[src/rtl/tx_sched_pkg.sv]
// tx_sched_pkg
// Shared types and defaults for the transmit frame scheduler.
//   sched_state_t      : scheduler FSM states
//   DEF_* localparams  : default slot count, inter-frame gap and watchdog limit
package tx_sched_pkg;

    typedef enum logic [2:0] {
        ST_IDLE,
        ST_START,
        ST_WAIT_BUSY,
        ST_STREAM,
        ST_GAP
    } sched_state_t;

    localparam int DEF_N_SLOTS        = 4;
    localparam int DEF_IFG_CYCLES     = 12;
    localparam int DEF_TIMEOUT_CYCLES = 4096;

endpackage

[src/rtl/rr_arbiter.sv]
// rr_arbiter
// Purely combinational round-robin pick: returns the first set bit of req
// searching upward from last+1, wrapping N-1 -> 0. The last-granted slot
// itself is checked last, so it only wins again when nobody else asks.
//   req   in  N       : request vector
//   last  in  log2(N) : previously granted index
//   grant out log2(N) : chosen index (0 when valid is low)
//   valid out 1       : at least one request present
module rr_arbiter
    import tx_sched_pkg::*;
#(
    parameter int N = DEF_N_SLOTS
) (
    input  logic [N-1:0]         req,
    input  logic [$clog2(N)-1:0] last,
    output logic [$clog2(N)-1:0] grant,
    output logic                 valid
);

    localparam int W = $clog2(N);

    logic [W-1:0] idx;

    // Walk from the farthest candidate to the nearest so the nearest set
    // bit is the final (winning) assignment.
    always_comb begin
        grant = '0;
        valid = 1'b0;
        idx   = '0;
        for (int k = N; k >= 1; k--) begin
            idx = W'((int'(last) + k) % N);
            if (req[idx]) begin
                grant = idx;
                valid = 1'b1;
            end
        end
    end

endmodule

[src/rtl/tx_frame_sched.sv]
// tx_frame_sched
// Shares one MAC transmit byte stream between N_SLOTS slot engines.
// Picks the next loaded slot round-robin, pulses its start, forwards MAC
// backpressure to it while streaming, muxes its bytes onto the MAC one
// cycle late, enforces an inter-frame gap and aborts a stuck slot.
//   clk, clr_n         : clock, synchronous active-low reset
//   req                : per-slot frame-ready levels
//   slot_start/clr     : one-cycle start / abort pulses (clr all ones in reset)
//   slot_data_av       : MAC ready forwarded to the streaming slot only
//   slot_busy/fin      : per-slot busy level and end-of-frame pulse
//   slot_data_en/out   : per-slot byte stream (slot i at [8i+7:8i])
//   mac_data_av/en/out : MAC transmit interface
//   done, timeout_err  : normal-finish and watchdog-abort pulses
//   active, cur_slot   : not idle; current or last granted slot
module tx_frame_sched
    import tx_sched_pkg::*;
#(
    parameter int N_SLOTS        = DEF_N_SLOTS,
    parameter int IFG_CYCLES     = DEF_IFG_CYCLES,
    parameter int TIMEOUT_CYCLES = DEF_TIMEOUT_CYCLES
) (
    input  logic                       clk,
    input  logic                       clr_n,
    input  logic [N_SLOTS-1:0]         req,
    output logic [N_SLOTS-1:0]         slot_start,
    output logic [N_SLOTS-1:0]         slot_clr,
    output logic [N_SLOTS-1:0]         slot_data_av,
    input  logic [N_SLOTS-1:0]         slot_busy,
    input  logic [N_SLOTS-1:0]         slot_data_en,
    input  logic [8*N_SLOTS-1:0]       slot_data_out,
    input  logic [N_SLOTS-1:0]         slot_fin,
    input  logic                       mac_data_av,
    output logic                       mac_data_en,
    output logic [7:0]                 mac_data_out,
    output logic [N_SLOTS-1:0]         done,
    output logic                       timeout_err,
    output logic                       active,
    output logic [$clog2(N_SLOTS)-1:0] cur_slot
);

    localparam int SW  = $clog2(N_SLOTS);
    localparam int WDW = $clog2(TIMEOUT_CYCLES) + 1;
    localparam int GW  = $clog2(IFG_CYCLES) + 1;

    localparam logic [WDW-1:0] WD_LAST  = WDW'(TIMEOUT_CYCLES - 1);
    localparam logic [GW-1:0]  GAP_LOAD = GW'(IFG_CYCLES);
    localparam logic [SW-1:0]  LAST_RST = SW'(N_SLOTS - 1);

    sched_state_t   state_q, state_d;
    logic [SW-1:0]  cur_q, cur_d;
    logic [SW-1:0]  last_q, last_d;
    logic [WDW-1:0] wd_q, wd_d;
    logic [GW-1:0]  gap_q, gap_d;
    logic           mac_en_q, mac_en_d;
    logic [7:0]     mac_data_q, mac_data_d;

    logic [SW-1:0]      arb_grant;
    logic               arb_valid;
    logic [N_SLOTS-1:0] cur_onehot;
    logic               start_p, done_p, abort_p, av_fwd, mux_on;
    logic               wd_expired;

    rr_arbiter #(.N(N_SLOTS)) u_arb (
        .req   (req),
        .last  (last_q),
        .grant (arb_grant),
        .valid (arb_valid)
    );

    assign cur_onehot = {{(N_SLOTS-1){1'b0}}, 1'b1} << cur_q;
    assign wd_expired = (wd_q == WD_LAST);

    always_comb begin
        state_d    = state_q;
        cur_d      = cur_q;
        last_d     = last_q;
        wd_d       = wd_q;
        gap_d      = gap_q;
        start_p    = 1'b0;
        done_p     = 1'b0;
        abort_p    = 1'b0;
        av_fwd     = 1'b0;
        mux_on     = 1'b0;
        mac_en_d   = 1'b0;
        mac_data_d = '0;

        case (state_q)
            ST_IDLE: begin
                if (arb_valid) begin
                    cur_d   = arb_grant;
                    state_d = ST_START;
                end
            end
            ST_START: begin
                start_p = 1'b1;
                wd_d    = '0;
                state_d = ST_WAIT_BUSY;
            end
            ST_WAIT_BUSY: begin
                wd_d = wd_q + 1'b1;
                if (wd_expired) begin
                    abort_p = 1'b1;
                end else if (slot_busy[cur_q]) begin
                    state_d = ST_STREAM;
                end
            end
            ST_STREAM: begin
                av_fwd = 1'b1;
                mux_on = 1'b1;
                wd_d   = wd_q + 1'b1;
                // fin beats a watchdog expiry landing on the same cycle
                if (slot_fin[cur_q]) begin
                    done_p  = 1'b1;
                    last_d  = cur_q;
                    gap_d   = GAP_LOAD;
                    state_d = ST_GAP;
                end else if (wd_expired) begin
                    abort_p = 1'b1;
                end
            end
            ST_GAP: begin
                // keep the mux open so trailing CRC bytes still reach the MAC
                mux_on = 1'b1;
                if (gap_q == '0) begin
                    state_d = ST_IDLE;
                end else begin
                    gap_d = gap_q - 1'b1;
                end
            end
            default: state_d = ST_IDLE;
        endcase

        if (abort_p) begin
            last_d  = cur_q;
            gap_d   = GAP_LOAD;
            state_d = ST_GAP;
        end

        if (mux_on) begin
            mac_en_d   = slot_data_en[cur_q];
            mac_data_d = slot_data_out[8*cur_q +: 8];
        end
    end

    always_ff @(posedge clk) begin
        if (!clr_n) begin
            state_q    <= ST_IDLE;
            cur_q      <= '0;
            last_q     <= LAST_RST;
            wd_q       <= '0;
            gap_q      <= '0;
            mac_en_q   <= 1'b0;
            mac_data_q <= '0;
        end else begin
            state_q    <= state_d;
            cur_q      <= cur_d;
            last_q     <= last_d;
            wd_q       <= wd_d;
            gap_q      <= gap_d;
            mac_en_q   <= mac_en_d;
            mac_data_q <= mac_data_d;
        end
    end

    // Pulses are suppressed while reset is held so no slot sees a stray
    // start/done during the reset cycle; slot_clr instead goes all ones.
    assign slot_start   = (clr_n && start_p) ? cur_onehot : '0;
    assign done         = (clr_n && done_p) ? cur_onehot : '0;
    assign slot_data_av = (clr_n && av_fwd && mac_data_av) ? cur_onehot : '0;
    assign slot_clr     = !clr_n ? '1 : (abort_p ? cur_onehot : '0);
    assign timeout_err  = clr_n && abort_p;
    assign active       = (state_q != ST_IDLE);
    assign cur_slot     = cur_q;
    assign mac_data_en  = mac_en_q;
    assign mac_data_out = mac_data_q;

endmodule

[config.mk]
export PLATFORM = sky130hd
export DESIGN_NAME = tx_frame_sched
export DESIGN_NICKNAME = d
export VERILOG_FILES = /design/src/rtl/tx_sched_pkg.sv /design/src/rtl/rr_arbiter.sv /design/src/rtl/tx_frame_sched.sv
export SDC_FILE = /design/constraint.sdc
export NUM_CORES = 1
export LEC_CHECK = 0
export CAP_MARGIN = 20
export CORE_UTILIZATION = 50
export DETAILED_ROUTE_END_ITERATION = 6
export DONT_BUFFER_PORTS = 1
export PLACE_DENSITY = 0.74
export SYNTH_ARGS = -nofsm -noshare
export SYNTH_HDL_FRONTEND = slang
export SYNTH_SLANG_ARGS = --single-unit
[constraint.sdc]
create_clock -name clk -period 2.4 [get_ports clk]
set_input_delay 0.36 -clock clk [delete_from_list [all_inputs] [get_ports clk]]
set_output_delay 0.36 -clock clk [all_outputs]
set_load 0.02 [all_outputs]
==> reports/qor.txt <==
LOGIC SYNTHESIS
---------------------------------------------------------------------------------
Post-Syn Nets                                                                 290
Average size of a mapped cell                                            8.92 um2
Most frequent cell after synthesis                                   sky130_fd_sc_hd__dfxtp_1
Yosys top cell area share                                                   0.323
Fraction of registers with async set or reset after synthesis                   0
Number of enable flip-flop cells after synthesis                                0
Number of instances in the synthesized netlist                                236
Portion of the post-synthesis area used by sequential elements              0.323
Most frequent cells after synthesis                                  34 x sky130_fd_sc_hd__dfxtp_1, 23 x sky130_fd_sc_hd__nor2_1, 18 x sky130_fd_sc_hd__nand2_1
Register bit count reported by yosys                                           34
Cell taking the most area after synthesis                            sky130_fd_sc_hd__dfxtp_1
Number of warnings reported in the yosys synthesis log                          0
Count of distinct cell types in the synthesized netlist                        61
Most frequently used flop master after synthesis                     sky130_fd_sc_hd__dfxtp_1
Synthesized area                                                      0.00211 mm2
Main area contributors after synthesis                               sky130_fd_sc_hd__dfxtp_1 32%, sky130_fd_sc_hd__mux4_2 12%, sky130_fd_sc_hd__nor2_1 4.1%

MIN PATH
---------------------------------------------------------------------------------
Startpoint of the lowest-slack hold path                                    clr_n
Hold crit path type                                                  primary input to flip-flop
Hold Path Depth                                                                 1
Endpoint with the worst hold slack                                   last_q[1]$_SDFFE_PN1P_

DETAILED ROUTING
---------------------------------------------------------------------------------
Via Count                                                                    1899
Antenna violation net count after detailed routing                              0
Violation count after the first detailed-route iteration                      121
Drt via density                                                              6.31
Count of unresolved DRC violations after routing                                0
WL/cell                                                                   16.8 um
Routed Wire Length                                                        5060 um
Number of optimization iterations in the first detailed-route pass              4

PWR
---------------------------------------------------------------------------------
Peak VDD IR                                                            0.000376 V
Switching pwr                                                          0.000432 W
Switching power as a share of total power                                   0.304
Fraction of power consumed by combinational cells                           0.265
Static Leakage                                                           0.873 nW
PD cells                                                               585 mW/mm2
Part of the total power dissipated in sequential elements                   0.442
Internal power contribution                                            0.000990 W
Fraction of power consumed by the clock network                             0.293
Tot Pwr                                                                 0.00142 W

GLOBAL ROUTING
---------------------------------------------------------------------------------
Met2 Usage GRT                                                              0.335
Vias in the first global route                                               1540
GRT met1 Usage                                                              0.313
Highest-utilization routing layer at the global route stage                  met2
Overflow after GRT                                                              0
Wire length of the first global-routing pass                              7390 um
Global-route met3 utilization                                              0.0565
Number of antenna violations at the first check in global routing               0
GRT Util Overall                                                            0.222
Maximum number of pins on one net before global-route repair                   21

CLOCK NETWORK
---------------------------------------------------------------------------------
Number of clock sinks seen by CTS                                              34
Worst-path clk slew                                                         60 ps
CTS HTree Levels                                                                2
Root Buffer Master                                                   sky130_fd_sc_hd__clkbuf_8
Cts bufs inserted                                                               5
Clock tree from TritonCTS                                                     yes
Later-pin clock latency in the skew report                                 290 ps
Max Root-Sink Buffers                                                           2

STATUS
---------------------------------------------------------------------------------
Outcome                                                                 completed

SETUP PATH
---------------------------------------------------------------------------------
Reg-to-reg slack, setup                                                    420 ps
FF-to-FF path depth                                                             4
Crit end category                                                      output pin
WS Path Type                                                         flip-flop to output pin
Critical Path RT                                                          2040 ps
Worst R2R End                                                        gap_q[4]$_SDFFE_PP0P_
CP Data Arrival Time                                                      1970 ps
Crit Reg-Reg Startpoint                                              cur_slot[0]$_SDFFE_PN0P_
Highest net fanout along the worst path                                         5
Sort of element at the start of the critical path                       flip-flop

TIMING
---------------------------------------------------------------------------------
Slew Limit Fails                                                                0
Worst-Margin Slew                                                          718 ps
Hold Vio Cnt, Final                                                             0
RSZ-0062 raised after global routing                                         true
Final setup violation count                                                     0
Slew margin rel.                                                            0.518
Clock skew                                                                2.39 ps
Top achievable clock speed                                                430 MHz
Post-layout minimum cycle time                                            2330 ps
Final Cycle Share                                                           0.970

FLOW RUN
---------------------------------------------------------------------------------
Max capacitance violation total                                                 0

PLACED DESIGN
---------------------------------------------------------------------------------
HPWL reported at the end of detailed placement                            3770 um
Placed inst area                                                      0.00225 mm2
Routability-driven placement congestion ratio                               0.759
Count of port buffers added during placement                                    0

FLOORPLAN
---------------------------------------------------------------------------------
Overall die area                                                      0.00447 mm2
Die X                                                                     66.9 um
Starting Density                                                            0.523
Die outline height                                                        66.9 um
Area of the core                                                      0.00403 mm2
Ports placed on the boundary                                                   80
Number of placement rows                                                       23

FINAL LAYOUT
---------------------------------------------------------------------------------
Area added between synthesis and finish                                     15.4%
Share of post-route cells with drive strength above 1                       0.239
Final Util                                                                  0.603
Final design area excluding fillers                                   0.00243 mm2
Diodes inserted                                                                 0
Final nets                                                                    306

==> stage by stage <==
step	setup WS [ps]	instances	hold slack [ps]	setup TNS, ps
finish	72.7	301	184	0
global route	-52.0	301	184	-66.2
CTS	0.691	297	187	0
detailed placement	129	291	473	0
global placement	195	291	468	0
floorplan	114	236	478	0
==> power groups by stage <==
stage	combinational, W	sequential (W)	clock [W]
global placement	0.000353	0.000639	0
floorplan	0.000293	0.000632	0
finish	0.000376	0.000628	0.000417
CTS	0.000361	0.000628	0.000420
detailed placement	0.000358	0.000640	0
global route	0.000408	0.000632	0.000448
==> layer usage <==
layer / vias to the layer above / wire [um] / part of all wire
met3: 6 / 249 / 0.049
li1: 911 / - / -
met2: 66 / 2380 / 0.47
met5: - / 0 / 0
met4: 0 / 38 / 0.0075
met1: 916 / 2400 / 0.47
==> sequential cells by signal, summed over array words and instances (netlist names) <==
signal        flops
cur_slot          2
gap_q             5
last_q            2
mac_data_en       1
mac_data_out      8
state_q           3
wd_q             13
==> critical path: stages (launching register included) <==
cell and delay, ps:
sky130_fd_sc_hd__dfxtp_4 380, sky130_fd_sc_hd__ha_4 150, sky130_fd_sc_hd__nand3_4 80, sky130_fd_sc_hd__or2_1 250, sky130_fd_sc_hd__or3_4 390, sky130_fd_sc_hd__o31ai_2 250
sky130_fd_sc_hd__buf_4 180
==> area by class of cell <==
class	count	area, um2
flip-flops and latches	34	689
well taps	50	62.6
repair buffers	23	176
clock buffers	6	82.6
inverters	9	33.8
multi-input cells	179	1390
fillers	330	1600
==> cells by family after synthesis <==
group,count (synthesis),synth area share
mux,14,0.133
compound gates,52,0.188
buf+inv,23,0.0481
xor+xnor,1,0.00416
flops,34,0.323
simple gates,109,0.286
fa+ha+maj,3,0.0178
==> repair_timing <==
action,in CTS,in global routing
hold buffers,0,0
gates cloned,0,0
setup buffers,0,4
gates resized for setup,6,9
pin swaps,1,1
setup endpoints to repair,5,4
==> worst max-delay path by stage <==
| stage | slack (ps) | depth (start not counted) | endpoint | start |
|---|---|---|---|---|
| 6_report | 70 | 6 | slot_clr[3] | wd_q[1]$_SDFFE_PN0P_ |
| 5_1_grt | -50 | 6 | slot_clr[3] | wd_q[1]$_SDFFE_PN0P_ |
| 4_1_cts | 0.7 | 6 | slot_clr[3] | wd_q[0]$_SDFFE_PN0P_ |
| 3_5_place_dp | 130 | 6 | slot_clr[2] | wd_q[0]$_SDFFE_PN0P_ |
| 3_3_place_gp | 190 | 6 | slot_clr[3] | wd_q[0]$_SDFFE_PN0P_ |
| 2_1_floorplan | 110 | 5 | slot_clr[1] | wd_q[0]$_SDFFE_PN0P_ |
==> cells in the final DEF, fill, tap and decap left out, types with 2 or more instances in the layout <==
| cell | instances |
|---|---|
| sky130_fd_sc_hd__dfxtp_4 | 2 |
| sky130_fd_sc_hd__or2_2 | 3 |
| sky130_fd_sc_hd__or3_1 | 4 |
| sky130_fd_sc_hd__o21ai_0 | 3 |
| sky130_fd_sc_hd__a21oi_1 | 11 |
| sky130_fd_sc_hd__o31ai_2 | 2 |
| sky130_fd_sc_hd__nand3_1 | 5 |
| sky130_fd_sc_hd__and3_1 | 3 |
| sky130_fd_sc_hd__ha_1 | 2 |
| sky130_fd_sc_hd__nand3b_1 | 2 |
| sky130_fd_sc_hd__clkbuf_8 | 6 |
| sky130_fd_sc_hd__a211oi_1 | 2 |
| sky130_fd_sc_hd__mux4_2 | 11 |
| sky130_fd_sc_hd__nand2_1 | 18 |
| sky130_fd_sc_hd__nor3_1 | 11 |
| sky130_fd_sc_hd__buf_4 | 22 |
| sky130_fd_sc_hd__or4_1 | 3 |
| sky130_fd_sc_hd__o311ai_0 | 3 |
| sky130_fd_sc_hd__and4_1 | 2 |
| sky130_fd_sc_hd__inv_1 | 9 |
| sky130_fd_sc_hd__o211ai_1 | 3 |
| sky130_fd_sc_hd__a31oi_1 | 2 |
| sky130_fd_sc_hd__a22oi_1 | 2 |
| sky130_fd_sc_hd__nor2b_1 | 10 |
| sky130_fd_sc_hd__o2111ai_1 | 2 |
| sky130_fd_sc_hd__o21a_1 | 7 |
| sky130_fd_sc_hd__nand2b_1 | 3 |
| sky130_fd_sc_hd__nor4_1 | 5 |
| sky130_fd_sc_hd__mux2i_1 | 2 |
| sky130_fd_sc_hd__nand4_1 | 3 |
| sky130_fd_sc_hd__dfxtp_1 | 31 |
| sky130_fd_sc_hd__nor2_1 | 23 |
No activity file was read; power rests on OpenSTA's default activity.
